--- config.mk ---
export PLATFORM = sky130hd
export DESIGN_NAME = mpx_arbiter
export DESIGN_NICKNAME = d
export VERILOG_FILES = /design/src/rtl/mpx_arbiter.sv
export SDC_FILE = /design/constraint.sdc
export NUM_CORES = 1
export LEC_CHECK = 0
export BUFFER_PORTS_ARGS = -buffer_cell sky130_fd_sc_hd__buf_2
export CORE_MARGIN = 10
export CORE_UTILIZATION = 45
export DETAILED_ROUTE_END_ITERATION = 10
export HOLD_SLACK_MARGIN = 0.05
export SYNTH_ARGS = -nofsm -noshare
export SYNTH_HDL_FRONTEND = slang
export SYNTH_SLANG_ARGS = --single-unit
--- constraint.sdc ---
create_clock -name clk -period 1.7 [get_ports clk]
set_input_delay 0.17 -clock clk [delete_from_list [all_inputs] [get_ports clk]]
set_output_delay 0.17 -clock clk [all_outputs]
set_load 0.05 [all_outputs]
--- src/rtl/mpx_arbiter.sv ---
// Round-robin arbiter driving the 4-way one-hot datapath mux select.
// Grants are held while requested, up to MAX_HOLD cycles, with an idle bubble between owners.
module mpx_arbiter #(
  parameter int unsigned MAX_HOLD = 16,
  parameter int unsigned HOLD_W   = 8
) (
  input  logic       clk,
  input  logic       rst_n,
  input  logic [3:0] req,
  output logic [3:0] sel,
  output logic [1:0] owner,
  output logic       busy,
  output logic       preempt
);

  typedef enum logic {StIdle, StGrant} state_e;

  localparam int unsigned HoldLastI = (MAX_HOLD == 0) ? 0 : MAX_HOLD - 1;
  localparam logic [HOLD_W-1:0] HoldLast = HOLD_W'(HoldLastI);
  localparam logic [HOLD_W-1:0] HoldMax  = '1;

  state_e              r_state, w_state_nxt;
  logic [3:0]          r_sel, w_sel_nxt;
  logic [1:0]          r_owner, w_owner_nxt;
  logic [1:0]          r_ptr, w_ptr_nxt;
  logic [HOLD_W-1:0]   r_hold, w_hold_nxt;
  logic                r_busy, w_busy_nxt;
  logic                r_preempt, w_preempt_nxt;

  logic                w_found;
  logic [1:0]          w_win;
  logic [1:0]          w_idx;
  logic                w_release;
  logic                w_timeout;

  // First requester at or after the round-robin pointer, wrapping modulo 4.
  always_comb begin
    w_found = 1'b0;
    w_win   = r_ptr;
    w_idx   = r_ptr;
    for (int i = 0; i < 4; i++) begin
      w_idx = r_ptr + 2'(i);
      if (!w_found && req[w_idx]) begin
        w_found = 1'b1;
        w_win   = w_idx;
      end
    end
  end

  assign w_release = !req[r_owner];
  assign w_timeout = (MAX_HOLD != 0) && (r_hold == HoldLast);

  always_comb begin
    w_state_nxt   = r_state;
    w_sel_nxt     = r_sel;
    w_owner_nxt   = r_owner;
    w_ptr_nxt     = r_ptr;
    w_hold_nxt    = r_hold;
    w_busy_nxt    = r_busy;
    w_preempt_nxt = 1'b0;
    unique case (r_state)
      StIdle: begin
        if (w_found) begin
          w_state_nxt = StGrant;
          w_sel_nxt   = 4'b0001 << w_win;
          w_owner_nxt = w_win;
          w_ptr_nxt   = w_win + 2'd1;
          w_hold_nxt  = '0;
          w_busy_nxt  = 1'b1;
        end
      end
      StGrant: begin
        if (w_release || w_timeout) begin
          w_state_nxt   = StIdle;
          w_sel_nxt     = 4'b0000;
          w_busy_nxt    = 1'b0;
          // Voluntary release wins a tie with the hold limit, so no pulse then.
          w_preempt_nxt = !w_release;
        end else if (r_hold != HoldMax) begin
          w_hold_nxt = r_hold + 1'b1;
        end
      end
      default: w_state_nxt = StIdle;
    endcase
  end

  always_ff @(posedge clk or negedge rst_n) begin
    if (!rst_n) begin
      r_state   <= StIdle;
      r_sel     <= 4'b0000;
      r_owner   <= 2'd0;
      r_ptr     <= 2'd0;
      r_hold    <= '0;
      r_busy    <= 1'b0;
      r_preempt <= 1'b0;
    end else begin
      r_state   <= w_state_nxt;
      r_sel     <= w_sel_nxt;
      r_owner   <= w_owner_nxt;
      r_ptr     <= w_ptr_nxt;
      r_hold    <= w_hold_nxt;
      r_busy    <= w_busy_nxt;
      r_preempt <= w_preempt_nxt;
    end
  end

  assign sel     = r_sel;
  assign owner   = r_owner;
  assign busy    = r_busy;
  assign preempt = r_preempt;

endmodule

# ---- After elaboration in Yosys (flattened, before gate mapping)
# Cells that the tools add are included.
dict set report classes {
  shift 1
  n_mux 32
  order_cmp 5
  multipliers 0
  n_addsub 5
  bitwise 1
  n_reduce_logical 11
  div_mod_pow 0
  eq_ne 6
}
# operator count
set op_table {}
lappend op_table {{two-way mux 8 bit} 3}
lappend op_table {{one-hot mux 8 bit (2 select lines)} 1}
lappend op_table {{< comparator 2 x 3 -> 1 bit (second input constant)} 5}
lappend op_table {{two-way mux 1 bit} 15}
lappend op_table {{binary-select mux 1 bit (select 2 bit)} 5}
lappend op_table {{adder 8 x 1 -> 8 bit (second input constant)} 1}
lappend op_table {{equality test 8 x 4 -> 1 bit (second input constant)} 1}
lappend op_table {{two-way mux 4 bit} 2}
lappend op_table {{inequality test 8 bit (second input constant)} 1}
lappend op_table {{one-hot mux 4 bit (2 select lines)} 1}
lappend op_table {{two-way mux 2 bit} 3}
lappend op_table {{adder 2 x 1 -> 2 bit (second input constant)} 2}
lappend op_table {{adder 2 bit (second input constant)} 2}
lappend op_table {{zero test 1 bit} 4}
lappend op_table {{inequality test 2 x 1 -> 1 bit (second input constant)} 2}
lappend op_table {{inequality test 2 bit (second input constant)} 2}
lappend op_table {{one-hot mux 1 bit (2 select lines)} 2}
lappend op_table {{AND reduction 2 bit} 2}
lappend op_table {{left shift 1 x 2 -> 4 bit (first input constant)} 1}
lappend op_table {{logical AND 1 bit} 3}
lappend op_table {{AND reduction 3 bit} 1}
lappend op_table {{logical OR 1 bit} 1}
lappend op_table {{NOT 1 bit} 1}
dict set report totals {
  romBits 0
  output_inout_bits 8
  reg_bits 19
  latchBits 0
  input_bits 6
  ramBits 0
  n_memories 0
}

# ---- Depth between registers and ports, before layout
dict set report logic_depth {
  depth_word 15
  mapped_depth 8
  depth_no_buf 7
}

# ---- Worst setup path before layout
# No wires, ideal clock.
dict set report synth_path {
  path_kind {flip-flop to flip-flop}
  start {reg r_owner[0], in the netlist owner[0]}
  end {reg r_state}
  arrival_ps 1764
  t_required_ps 1576
  setup_ps 124
  path_stages_with_launch 5
  slack_ps -189
  cell_sequence {dfrtp_1 mux4_1 a21boi_1 and2_4 or2_1}
}
dict set report synth_via {
  elab_chain_cells 6
}
# element line_no
set synth_rtl {}
lappend synth_rtl {{from (decl)} 24} ;# logic [1:0] r_owner, w_owner_nxt;
lappend synth_rtl {{from (signal assigned)} 99} ;# r_owner <= w_owner_nxt;
lappend synth_rtl {{binary-select mux 1 bit (select 2 bit)} 50} ;# assign w_release = !req[r_owner];
lappend synth_rtl {{two-way mux 1 bit (implied by the code)} 50}
lappend synth_rtl {{zero test 1 bit} 50}
lappend synth_rtl {{logical OR 1 bit} 73} ;# if (w_release || w_timeout) begin
lappend synth_rtl {{two-way mux 1 bit} 73}
lappend synth_rtl {{one-hot mux 1 bit (2 select lines)} 61} ;# unique case (r_state)
lappend synth_rtl {{net w_state_nxt} 22} ;# state_e r_state, w_state_nxt;
lappend synth_rtl {{to (signal assigned)} 89} ;# r_state <= StIdle;
lappend synth_rtl {{to (signal assigned)} 97} ;# r_state <= w_state_nxt;
lappend synth_rtl {{to (decl)} 22}
# The timed path passes the listed nets, and every way through them passes these cells. The select of a mux whose other input is x is not followed.
# A chain may end at the register's enable or synchronous reset.

# ---- Final worst setup path
dict set report layout_path {
  start {reg r_owner[1], in the netlist owner[1]}
  end {reg r_hold[7]}
}
dict set report layout_via {
  elab_chain_cells 6
}
# element line_no
set layout_rtl {}
lappend layout_rtl {{binary-select mux 1 bit (select 2 bit)} 50}
lappend layout_rtl {{two-way mux 1 bit (implied by the code)} 50}
lappend layout_rtl {{zero test 1 bit} 50}
lappend layout_rtl {{logical OR 1 bit} 73}
lappend layout_rtl {{inequality test 2 bit (no source line)} --}
lappend layout_rtl {{AND reduction 3 bit (no source line)} --}
lappend layout_rtl {{to (signal assigned)} 101} ;# r_hold <= w_hold_nxt;
lappend layout_rtl {{to (decl)} 26} ;# logic [HOLD_W-1:0] r_hold, w_hold_nxt;
# Every way passes these cells. The select of a mux whose other input is x is not followed.

==> flow_summary.toml <==
[outcome]
status = "finished, final reports clean"

[grt]
antenna_found_initial = 0
grt-ovfl-total = 0
grt_max_degree = 20
grt_pass1_vias = 934
grtUsageTotal_pct = 9.62
grt_pass1_wl_mm = 4.13

[setup_path]
r2r_slack_ns = 0.08
rr_endpoint = "r_hold[7]$_DFFE_PN0P_"
cp_max_fo = 7
timing.rr.start = "owner[1]$_DFFE_PN0P_"
critPathSlowestCell = "o22ai_1"
critPathCapture = "r_hold[7]$_DFFE_PN0P_"
max_stage_delay_ns = 0.51
reg2regPathDepth = 4
path_class = "reg2reg"
cp-startpoint = "owner[1]$_DFFE_PN0P_"
cp_cell_sequence = "mux2i_1, o22ai_1, a41oi_1, a31oi_1"
required_ns = 1.91
endpoint_kind = "flip-flop"
arrival_ns = 1.83
critPathLaunchType = "flip-flop"

[routing]
remaining_drc_errors = 0
via_per_inst = 5.83
vias = 944
antenna_left = 0
routed_wl_mm = 2.47
drtIter0Drc = 79
post_drt_wl_per_cell_um = 15.2
first_pass_iters = 4

[timing]
grt_setup_unrepaired = "false"
relSlewSlack_pct = 59.8
setup_violations = 0
finalCriticalPeriod_ns = 1.62
hold_viol = 0
drv_slew = 0
clock_skew_ns = 0.00301
finalWorstSetupSlack_ns = 0.0830
fin_setup_tns_ns = 0
fmax_ghz = 0.618
post-route-period-util_pct = 95.1
worstMarginPinSlew_ns = 0.603

[die]
dieArea_mm2 = 0.00501
rows = 18
ios = 14
fp.dieH_um = 70.8
core_area_mm2 = 0.00248
start_util_pct = 46.8
die_x_um = 70.8

[placement]
port_buffers = 13
post-place-cells = 157
dpl_worst_slack_ns = 0.0173
hpwl_mm = 1.88
finalWeightedCongestion = 0.721

[synth]
synth_cell_types = 40
synthFlopType = "dfrtp_1"
yosysTopAreaCell = "dfrtp_1"
yosys_warnings = 0
netlist_instances = 115
yosysSeqAreaShare_pct = 41.0
syn-cell-area_mm2 = 0.00116
syn_nets = 126
synth_common_cells = "dfrtp_1, inv_1, a31oi_1"
async_flop_share_pct = 100
synth.ff_latch_count = 19
synth_top_area_share_pct = 41.0
avgSynthCellArea_um2 = 10.1
ys_top_cells_by_area = "dfrtp_1, ha_1, mux2i_1"
synth_edf_count = 0
synth.most_common_cell = "dfrtp_1"

[cts]
clock_latency_ns = 0.29
cts_buffer_depth = 2
clock-sinks = 19
path_clk_slew_ns = 0.10
root_buffer = "clkbuf_4"
cts.htree.levels = 1
cts_made_buffers = 3
cts_tree = "built"

[cells_and_area]
diodes = 0
area_delta_synth_final_pct = 11.3
regArea_um2 = 477
fill_cells = 246
layoutNonFillerInstCount = 162
drive_above_1_share_pct = 22.0
fin_nets = 144
fin_util_pct = 52.1
multiInputGateArea_um2 = 619

[power]
p_int_mw = 1.15
netSwitchingFraction_pct = 49.4
p_leak_nw = 0.597
irDropWorstVdd_mv = 0.992
p_sw_mw = 1.12
pwr_density_cell_mw_per_mm2 = 1750
comb_power_share_pct = 54.4
seqPwrFrac_pct = 35.6
p_clk_share_pct = 10.0

[hold_path]
hold_class = "in2async"

[flow_run]
drv_cap = 0
==> worst max-delay path: cells and delay by family, from the launching register on <==
family	cells	cell delay (ns)
compound gates	3	0.91
flops	1	0.46
mux	1	0.17
==> placed cells by master (no fill, tap or decap), drive strengths merged, types with 4 or more instances in the layout <==
master   instances
o21ai            8
nand2            7
ha               5
a31oi            8
buf             16
dfrtp           19
clkbuf           4
inv              9
a21oi            6
nand2b           4
mux2i            6
nor2             4
o2bb2ai          5
and3             5
==> per-stage QoR <==
step	hold WS, ns	cell area, um^2	power (mW)
after detailed placement	0.137	1250	2.04
after floorplan	-0.126	1160	1.72
after CTS	0.342	1280	2.28
final	0.335	1290	2.27
after global routing	0.367	1290	2.44
after global placement	0.144	1250	2.01
==> metal layers <==
layer / routed length, um / GRT usage, %
met1: 1040 / 10.4
met5: 0 / 0
met3: 105 / 3.49
met4: 12 / 1.94
met2: 1300 / 17.5
==> layout make-up <==
cell class	count	share of cell area (%)
tap	30	2.91
clock buffer	4	2.03
sequential	19	36.9
inverter	9	2.62
timing repair buffer	17	7.56
multi-input combinational	83	48.0
==> how the worst min path moves through the flow <==
stage	endpoint	slack, ns	cells after the start
after floorplan	busy$_DFFE_PN0P_	-0.13	0
after detailed placement	r_hold[2]$_DFFE_PN0P_	0.14	1
after global routing	r_ptr[0]$_DFFE_PN0P_	0.37	2
final	r_ptr[0]$_DFFE_PN0P_	0.33	2
after CTS	r_ptr[1]$_DFFE_PN0P_	0.34	2
after global placement	r_hold[2]$_DFFE_PN0P_	0.14	1
==> power by group through the flow <==
stage / Combinational, mW / Sequential (mW) / Clock, mW
global placement: 1.20 / 0.809 / 0
floorplan: 0.665 / 1.06 / 0
finish: 1.23 / 0.806 / 0.226
CTS: 1.23 / 0.808 / 0.238
global route: 1.34 / 0.838 / 0.255
detailed placement: 1.22 / 0.819 / 0
==> kinds of logic after synthesis <==
kind of cell | after synthesis | synth area share, %
buffers and inverters | 13 | 5.93
AND/OR/NAND/NOR | 35 | 19.0
AO/OA/AOI/OAI | 35 | 20.3
adder cells (fa/ha/maj) | 5 | 5.39
multiplexers | 8 | 8.41
flip-flops | 19 | 41.0
==> sequential cells by signal (all words and copies together), names as in the netlist <==
name,flops
r_state,1
owner,2
sel,4
r_hold,8
busy,1
r_ptr,2
preempt,1
==> what timing repair did <==
item	in CTS	in global routing
endpoints found under the hold margin	19	0
hold buffers	1	0
setup endpoints to repair	0	5
setup buffers	0	0
gates resized for setup	0	1
(Power assumes the default switching activity.)
